## config.mk

```make
export PLATFORM = sky130hd
export DESIGN_NAME = spi_ram_master_seq
export DESIGN_NICKNAME = d
export VERILOG_FILES = /design/src/rtl/spi_ram_master_seq.sv
export SDC_FILE = /design/constraint.sdc
export NUM_CORES = 1
export LEC_CHECK = 0
export BUFFER_PORTS_ARGS = -buffer_cell sky130_fd_sc_hd__buf_2
export CORE_MARGIN = 4
export CORE_UTILIZATION = 40
export DETAILED_ROUTE_END_ITERATION = 10
export PLACE_DENSITY_LB_ADDON = 0.25
export SYNTH_ARGS = -nofsm -noshare
export SYNTH_HDL_FRONTEND = slang
export SYNTH_SLANG_ARGS = --single-unit
```

## constraint.sdc

```tcl
create_clock -name clk -period 3.58 [get_ports clk]
set_input_delay 0.179 -clock clk [delete_from_list [all_inputs] [get_ports clk]]
set_output_delay 0.179 -clock clk [all_outputs]
set_load 0.05 [all_outputs]
```

## src/rtl/spi_ram_master_seq.sv

```systemverilog
// Host-side SPI master that turns one byte read/write request into the two-frame SPI RAM command sequence.
// Optional SPI_ADDR_CACHE_EN: skip the address frame when the address matches the last one of the same type.
module spi_ram_master_seq #(
    parameter int GAP_CYCLES = 2,
    parameter int RD_LAT     = 2
) (
    input  logic       clk,
    input  logic       rst,
    input  logic       req_valid,
    output logic       req_ready,
    input  logic       req_write,
    input  logic [7:0] req_addr,
    input  logic [7:0] req_wdata,
    output logic       rsp_valid,
    output logic [7:0] rsp_rdata,
    output logic       busy,
    output logic       SS_n,
    output logic       MOSI,
    input  logic       MISO
);

    typedef enum logic [2:0] {IDLE, SHIFT, TAIL, WAIT, CAPT, GAP, DONE} state_t;

    localparam int CNT_MAX = (GAP_CYCLES > RD_LAT) ? ((GAP_CYCLES > 8) ? GAP_CYCLES : 8)
                                                   : ((RD_LAT > 8) ? RD_LAT : 8);
    localparam int CNT_W = $clog2(CNT_MAX + 1);
    localparam logic [CNT_W-1:0] CNT_ONE   = CNT_W'(1);
    localparam logic [CNT_W-1:0] GAP_LAST  = CNT_W'(GAP_CYCLES - 1);
    localparam logic [CNT_W-1:0] WAIT_LAST = CNT_W'((RD_LAT > 0) ? RD_LAT - 1 : 0);
    localparam logic [CNT_W-1:0] CAPT_LAST = CNT_W'(7);

    state_t           state_reg, state_next;
    logic [3:0]       bitcnt_reg, bitcnt_next;
    logic [CNT_W-1:0] cnt_reg, cnt_next;
    logic             frame_reg, frame_next;
    logic             write_reg, write_next;
    logic [7:0]       addr_reg, addr_next;
    logic [7:0]       wdata_reg, wdata_next;
    logic [7:0]       rdata_sh_reg, rdata_sh_next;
    logic [10:0]      word_next;
    logic             cache_hit;

    logic       ss_n_reg, mosi_reg, req_ready_reg, rsp_valid_reg, busy_reg;
    logic [7:0] rsp_rdata_reg;

`ifdef SPI_ADDR_CACHE_EN
    logic [7:0] last_wr_addr_reg, last_rd_addr_reg;
    logic       last_wr_valid_reg, last_rd_valid_reg;
    logic       frame0_done;

    assign cache_hit = req_write ? (last_wr_valid_reg && (last_wr_addr_reg == req_addr))
                                 : (last_rd_valid_reg && (last_rd_addr_reg == req_addr));
    assign frame0_done = (state_reg == GAP) && (cnt_reg == GAP_LAST) && !frame_reg;

    always_ff @(posedge clk) begin
        if (rst) begin
            last_wr_addr_reg  <= 8'h00;
            last_rd_addr_reg  <= 8'h00;
            last_wr_valid_reg <= 1'b0;
            last_rd_valid_reg <= 1'b0;
        end else if (frame0_done) begin
            if (write_reg) begin
                last_wr_addr_reg  <= addr_reg;
                last_wr_valid_reg <= 1'b1;
            end else begin
                last_rd_addr_reg  <= addr_reg;
                last_rd_valid_reg <= 1'b1;
            end
        end
    end
`else
    assign cache_hit = 1'b0;
`endif

    always_comb begin
        state_next    = state_reg;
        bitcnt_next   = bitcnt_reg;
        cnt_next      = cnt_reg;
        frame_next    = frame_reg;
        write_next    = write_reg;
        addr_next     = addr_reg;
        wdata_next    = wdata_reg;
        rdata_sh_next = rdata_sh_reg;
        case (state_reg)
            IDLE: begin
                if (req_valid && req_ready_reg) begin
                    state_next  = SHIFT;
                    bitcnt_next = 4'd10;
                    frame_next  = cache_hit;
                    write_next  = req_write;
                    addr_next   = req_addr;
                    wdata_next  = req_wdata;
                end
            end
            SHIFT: begin
                if (bitcnt_reg == 4'd0) begin
                    cnt_next = '0;
                    // Only the read-data frame (111) waits for and captures slave data
                    if (frame_reg && !write_reg)
                        state_next = (RD_LAT == 0) ? CAPT : WAIT;
                    else
                        state_next = TAIL;
                end else begin
                    bitcnt_next = bitcnt_reg - 4'd1;
                end
            end
            TAIL: begin
                state_next = GAP;
                cnt_next   = '0;
            end
            WAIT: begin
                if (cnt_reg == WAIT_LAST) begin
                    state_next = CAPT;
                    cnt_next   = '0;
                end else begin
                    cnt_next = cnt_reg + CNT_ONE;
                end
            end
            CAPT: begin
                rdata_sh_next = {rdata_sh_reg[6:0], MISO};
                if (cnt_reg == CAPT_LAST) begin
                    state_next = GAP;
                    cnt_next   = '0;
                end else begin
                    cnt_next = cnt_reg + CNT_ONE;
                end
            end
            GAP: begin
                if (cnt_reg == GAP_LAST) begin
                    cnt_next = '0;
                    if (!frame_reg) begin
                        state_next  = SHIFT;
                        frame_next  = 1'b1;
                        bitcnt_next = 4'd10;
                    end else begin
                        state_next = DONE;
                    end
                end else begin
                    cnt_next = cnt_reg + CNT_ONE;
                end
            end
            DONE:    state_next = IDLE;
            default: state_next = IDLE;
        endcase
        // cmd: write 000/001, read 110/111; the read-data frame carries a zero dummy byte
        word_next = {~write_next, ~write_next, frame_next,
                     frame_next ? (write_next ? wdata_next : 8'h00) : addr_next};
    end

    // Outputs are registered from the next state so they line up with the state they describe
    always_ff @(posedge clk) begin
        if (rst) begin
            state_reg     <= IDLE;
            bitcnt_reg    <= 4'd0;
            cnt_reg       <= '0;
            frame_reg     <= 1'b0;
            write_reg     <= 1'b0;
            addr_reg      <= 8'h00;
            wdata_reg     <= 8'h00;
            rdata_sh_reg  <= 8'h00;
            ss_n_reg      <= 1'b1;
            mosi_reg      <= 1'b1;
            req_ready_reg <= 1'b1;
            rsp_valid_reg <= 1'b0;
            rsp_rdata_reg <= 8'h00;
            busy_reg      <= 1'b0;
        end else begin
            state_reg     <= state_next;
            bitcnt_reg    <= bitcnt_next;
            cnt_reg       <= cnt_next;
            frame_reg     <= frame_next;
            write_reg     <= write_next;
            addr_reg      <= addr_next;
            wdata_reg     <= wdata_next;
            rdata_sh_reg  <= rdata_sh_next;
            ss_n_reg      <= !(state_next inside {SHIFT, TAIL, WAIT, CAPT});
            mosi_reg      <= (state_next == SHIFT) ? word_next[bitcnt_next] : 1'b1;
            req_ready_reg <= (state_next == IDLE);
            rsp_valid_reg <= (state_next == DONE);
            busy_reg      <= (state_next != IDLE);
            if ((state_next == DONE) && !write_reg)
                rsp_rdata_reg <= rdata_sh_reg;
        end
    end

    assign req_ready = req_ready_reg;
    assign rsp_valid = rsp_valid_reg;
    assign rsp_rdata = rsp_rdata_reg;
    assign busy      = busy_reg;
    assign SS_n      = ss_n_reg;
    assign MOSI      = mosi_reg;

endmodule

```

==> run_results.csv, run 1 <==
group,metric,value,unit
run_status,outcome,"completed",
cells_and_area,nets,331,
routing,vias,1997,
clock_network,numCtsBuffers,5,
setup_path,cp-end-kind,"flip-flop",
grt,grt_max_degree,49,
die,coreArea,0.00554,mm2
clock_network,h-tree-depth,2,
logic_synthesis,ys.flop_type,"dfxtp_1",
place,place.gp.congestion,0.851,
pwr,pwr_density_cell,762,mW/mm2
setup_path,path_max_fanout,15,
logic_synthesis,synth-edff-count,0,
sta,finalWorstSetupSlack,0.547,ns
clock_network,clk_path_buf_depth,2,
cells_and_area,antenna_cells,0,
clock_network,clock-sinks,50,
pwr,leakage,0.00108,uW
logic_synthesis,yosys.area.top_type,"dfxtp_1",
sta,rsz0062_at_grt,"no",
cells_and_area,synthToLayoutAreaGrowth,12.9,%
logic_synthesis,avgSynthCellArea,8.25,um2
cells_and_area,final_cells,380,
routing,drc,0,
place,dp_slack,0.584,ns
die,row_count,27,
logic_synthesis,synth_nets,304,
logic_synthesis,ys_top_cells_by_area,"dfxtp_1 43%, nand2_1 9.4%, mux2i_1 7.8%",
logic_synthesis,synth_top_area_share,0.433,
clock_network,cts_root_buffer,"clkbuf_8",
clock_network,cts_resized,0,
logic_synthesis,synth_area,0.00231,mm2
cells_and_area,multi_input_area,0.00120,mm2
cells_and_area,fillerInstances,572,
clock_network,clk_pin_slew_worst_paths,0.10,ns
grt,grt_use_total,0.144,
die,start_util,0.417,
clock_network,cts_tree,"built",
job,maxCapViolCount,0,
sta,hold_ws,0.0990,ns
logic_synthesis,yosysUniqueCellTypes,49,
clock_network,cts_setup_buffers,0,
routing,drt_pass1_iterations,4,
sta,tns,0,ns
worst_hold_path,hold_start,"req_wdata[7]",
setup_path,setup.worst_path.start,"state_reg[1]",
logic_synthesis,synth_cells,280,
worst_hold_path,hp-class,"input pin to flip-flop",
sta,setup_viol,0,
routing,drtAntennaViolNets,0,
place,port_buffers,33,
sta,finalCritPeriodShare,0.847,
die,ios,34,
die,die_w,84.0,um
die,die_y,84.0,um
routing,first_iter_violations,168,
logic_synthesis,synth-seq-cells,50,
grt,grt_pass1_vias,1845,
place,dp_cells,372,
clock_network,cts_hold_buf,0,
setup_path,required,3.75,ns
logic_synthesis,synth-warning-count,0,
logic_synthesis,ys_top_cells_by_count,"58 x nand2_1, 50 x dfxtp_1, 30 x a21oi_1",
grt,grt_pass1_wl,8410,um
setup_path,r2r_start,"state_reg[1]",
routing,drt_wl_total,4900,um
cells_and_area,regArea,0.00100,mm2
routing,vias_per_cell,5.26,
routing,routedWlPerCell,12.9,um
place,dp_hpwl,3320,um
sta,skew,0.0112,ns
cells_and_area,drive_gt1_frac,0.175,
pwr,peakVddDrop,0.000339,V
die,die-area,0.00705,mm2
sta,worstMarginPinSlew,0.867,ns
grt,antenna_found_initial,0,
sta,fmax,330,MHz
sta,hold_viol_final,0,
sta,slew_viol_final,0,
logic_synthesis,yosysMostFrequentCell,"nand2_1",
setup_path,crit_arrival,3.21,ns
sta,fin_crit,3.03,ns
setup_path,critPathKind,"flip-flop to flip-flop",
logic_synthesis,ys_seq_area_frac,0.433,
setup_path,critPathLaunchType,"flip-flop",
sta,relSlewSlack,0.422,
logic_synthesis,async_flop_share,0,
clock_network,clk_latency,0.31,ns
grt,grt_overflow,0,
[power by group]
part,internal [uW],switching (uW)
sequential,652,92.4
clock,142,204
combinational,371,528
[metrics by stage]
| stage | instance area (um2) | util | total power [uW] |
|---|---|---|---|
| after floorplan | 2310 | - | 1470 |
| after global placement | 2510 | 0.454 | 1660 |
| after detailed placement | 2510 | 0.454 | 1660 |
| after CTS | 2610 | 0.471 | 2000 |
| after global routing | 2610 | 0.471 | 2150 |
| final | 2610 | 0.471 | 1990 |
[path summary, 6_finish.rpt]
check                               endpoint  slack (ns)  depth (start not counted)
worst min register to register  wdata_reg[3]        0.46                          2
worst min-delay path            wdata_reg[7]         0.1                          3
worst max-delay path            rsp_rdata[4]        0.55                          7
worst max register to register  rsp_rdata[4]        0.55                          7
[cell usage in the layout, fill, tap and decap left out, types with 2 or more instances in the layout]
master and instances:
nand2_1 58, dfxtp_1 50, buf_2 33, a21oi_1 30, nor2_1 23, mux2i_1 18, o21ai_0 9, inv_1 6
nand3_1 5, nor2b_1 5, clkbuf_8 5, nor3b_1 4, and2_1 4, buf_4 4, nand3b_1 3, or3b_2 3
a31oi_1 3, o211ai_1 3, ha_1 3, and3_1 2, a21boi_0 2, nor3_1 2, o22a_1 2, o22ai_1 2
a22o_1 2, nor4_1 2, a211oi_1 2
[cells by family (layout without fill, tap and decap cells)]
| family | after synthesis | count (layout) | synth area share |
|---|---|---|---|
| and+or+nand+nor | 119 | 119 | 0.246 |
| AOI/OAI and AO/OA | 63 | 63 | 0.167 |
| DFF | 50 | 50 | 0.433 |
| buffers and inverters | 24 | 52 | 0.0460 |
| muxes | 19 | 19 | 0.0829 |
| adders and majority gates | 3 | 3 | 0.0163 |
| xor gates and xnor gates | 2 | 2 | 0.00759 |
[worst max-delay path: stages (launching register included)]
cell,delay (ns)
dfxtp_1,0.67
nor3b_1,0.16
a22o_1,0.30
and2_0,0.16
or4b_4,0.56
or4_1,0.76
mux2i_1,0.24
nor2_1,0.05
[routing by layer]
layer | vias up | GRT usage | part of all wire
met2 | 34 | 0.224 | 0.44
met1 | 928 | 0.195 | 0.50
met5 | - | 0 | 0
li1 | 1029 | - | -
met3 | 6 | 0.0375 | 0.051
met4 | 0 | 0.0439 | 0.013
[cell type report]
| cell class | instances | area share |
|---|---|---|
| multi-input cells | 206 | 0.461 |
| flip-flops and latches | 50 | 0.384 |
| repair buffers | 37 | 0.0748 |
| well taps | 72 | 0.0345 |
| clock buffers | 5 | 0.0264 |
| inverters | 7 | 0.0101 |
| clock inverters | 3 | 0.00959 |
Power figures use the tool's default switching activity.
==> run 2: changes to the inputs <==
- clock period: 3.58 -> 3 ns (I/O delays scaled with it)
==> run 2 against run 1 <==
Die area unchanged. Non-clock buffer count is 7 higher. Sequential power is 16% higher. Highest routed layer unchanged. Via count fell by 0.25%. Wire length grew 2.8%. Register-to-register slack got worse by 0.39 ns. Critical path depth is 1 higher. Power up 26%. Critical path type unchanged. Setup slack got worse by 0.39 ns. Global-route usage down 0.21 points. First-iteration DRC count down 23%. Design area grew 2.7%.
==> run_results.csv, run 2 (synthesized netlist as in run 1, its figures left out) <==
group,metric,value,unit
run_status,outcome,"completed",
cells_and_area,antenna_cells,0,
clock_network,cts_hold_buf,0,
sta,relSlewSlack,0.434,
sta,fin_crit,2.84,ns
place,dp_hpwl,3620,um
routing,vias,1992,
setup_path,path_max_fanout,8,
clock_network,cts_tree,"built",
grt,grt_max_degree,49,
job,maxCapViolCount,0,
clock_network,clock-sinks,50,
grt,antenna_found_initial,0,
routing,drtAntennaViolNets,0,
grt,grt_use_total,0.142,
grt,grt_pass1_vias,1779,
sta,slew_viol_final,0,
die,die_w,84.0,um
cells_and_area,finish.instance_area,0.00268,mm2
routing,first_iter_violations,130,
die,die-area,0.00705,mm2
sta,rsz0062_at_grt,"no",
setup_path,crit_arrival,3.02,ns
sta,setup_viol,0,
cells_and_area,nets,338,
worst_hold_path,holdPathEnd,"wdata_reg[7]",
place,dp_slack,0.172,ns
clock_network,clk_pin_slew_worst_paths,0.10,ns
die,coreArea,0.00554,mm2
sta,finalWorstSetupSlack,0.158,ns
pwr,pwr_density_cell,933,mW/mm2
clock_network,clk_latency,0.31,ns
routing,drc,0,
sta,hold_ws,0.0696,ns
clock_network,clk_path_buf_depth,2,
clock_network,cts_resized,0,
setup_path,cp-end-kind,"flip-flop",
cells_and_area,mostFrequentLayoutCells,"58 x nand2_1, 50 x dfxtp_1, 33 x buf_2",
worst_hold_path,min_path_cells,3,
setup_path,required,3.17,ns
routing,routedWlPerCell,13.0,um
cells_and_area,drive_gt1_frac,0.194,
setup_path,critPathKind,"flip-flop to flip-flop",
cells_and_area,synthToLayoutAreaGrowth,16.0,%
place,place.gp.congestion,0.879,
pwr,power,2500,uW
die,die_y,84.0,um
cells_and_area,final_common_cell,"nand2_1",
routing,vias_per_cell,5.15,
pwr,peakVddDrop,0.000417,V
pwr,leakage,0.00113,uW
sta,tns,0,ns
clock_network,numCtsBuffers,5,
setup_path,r2r-end,"rsp_rdata[0]",
grt,grt_overflow,0,
place,placed_cell_area,0.00257,mm2
clock_network,cts_setup_buffers,0,
setup_path,r2r_start,"cnt_reg[0]",
sta,skew,0.0132,ns
sta,finalCritPeriodShare,0.947,
grt,grt_pass1_wl,8290,um
setup_path,critPathLaunchType,"flip-flop",
setup_path,r2r_cells,8,
worst_hold_path,hp-class,"input pin to flip-flop",
die,ios,34,
sta,worstMarginPinSlew,0.849,ns
routing,drt_pass1_iterations,4,
place,port_buffers,33,
sta,fmax,352,MHz
die,row_count,27,
worst_hold_path,hold_start,"req_wdata[7]",
setup_path,ff2ff_setup_slack,0.16,ns
sta,hold_viol_final,0,
clock_network,h-tree-depth,2,
routing,drt_wl_total,5040,um
die,start_util,0.417,
clock_network,cts_root_buffer,"clkbuf_8",
run 2: cell types whose count changed in the layout (fill, tap and decap cells not counted):
| cell | delta |
|---|---|
| buf_4 | +7 |
| bufinv_16 | +1 |
| clkinv_2 | +1 |
| clkinv_4 | -1 |
| clkinvlp_4 | -1 |
run 2: worst max-delay path: stages, from the launching register on:
cell	delay [ns]
dfxtp_1	0.41
ha_1	0.18
or3b_2	0.51
nand3_1	0.16
or4b_4	0.50
or4_1	0.52
buf_4	0.20
mux2i_1	0.18
nor2_1	0.05
run 2: power by group:
group	switching (uW)	internal, uW	total [uW]
registers	84.8	778	863
logic	673	484	1160
clock network	230	250	480
total	988	1510	2500
run 2: metrics by stage:
stage,cells,utilization
finish,387,0.484
global route,387,0.484
CTS,387,0.484
detailed placement,379,0.463
global placement,379,0.463
floorplan,280,-
run 2: metal layers:
metal  up-vias  track usage  part of all wire  routed length (um)
met5         -            0                 0                   0
met4         0       0.0439            0.0071                  36
li1       1037            -                 -                   -
met1       915        0.200              0.51                2560
met3         2       0.0346             0.042                 212
met2        38        0.213              0.44                2220
run 2: final cells by class:
| class | instances | area [um2] |
|---|---|---|
| Tap cell | 72 | 90.1 |
| Fill cell | 579 | 2860 |
| Timing Repair Buffer | 44 | 248 |
| Multi-Input combinational cell | 206 | 1200 |
| Sequential cell | 50 | 1000 |
| Clock inverter | 3 | 43.8 |
| Clock buffer | 5 | 68.8 |
| Inverter | 7 | 26.3 |
run 2: worst max-delay path by stage:
stage	start	slack [ns]	cells past startpoint	endpoint
finish	cnt_reg[0]	0.16	8	rsp_rdata[0]
global route	bitcnt_reg[1]	0.03	10	rsp_rdata[0]
CTS	cnt_reg[0]	0.14	8	rsp_rdata[0]
detailed placement	cnt_reg[0]	0.17	8	rsp_rdata[0]
global placement	cnt_reg[0]	0.24	8	rsp_rdata[4]
floorplan	cnt_reg[1]	0.39	10	rsp_rdata[4]
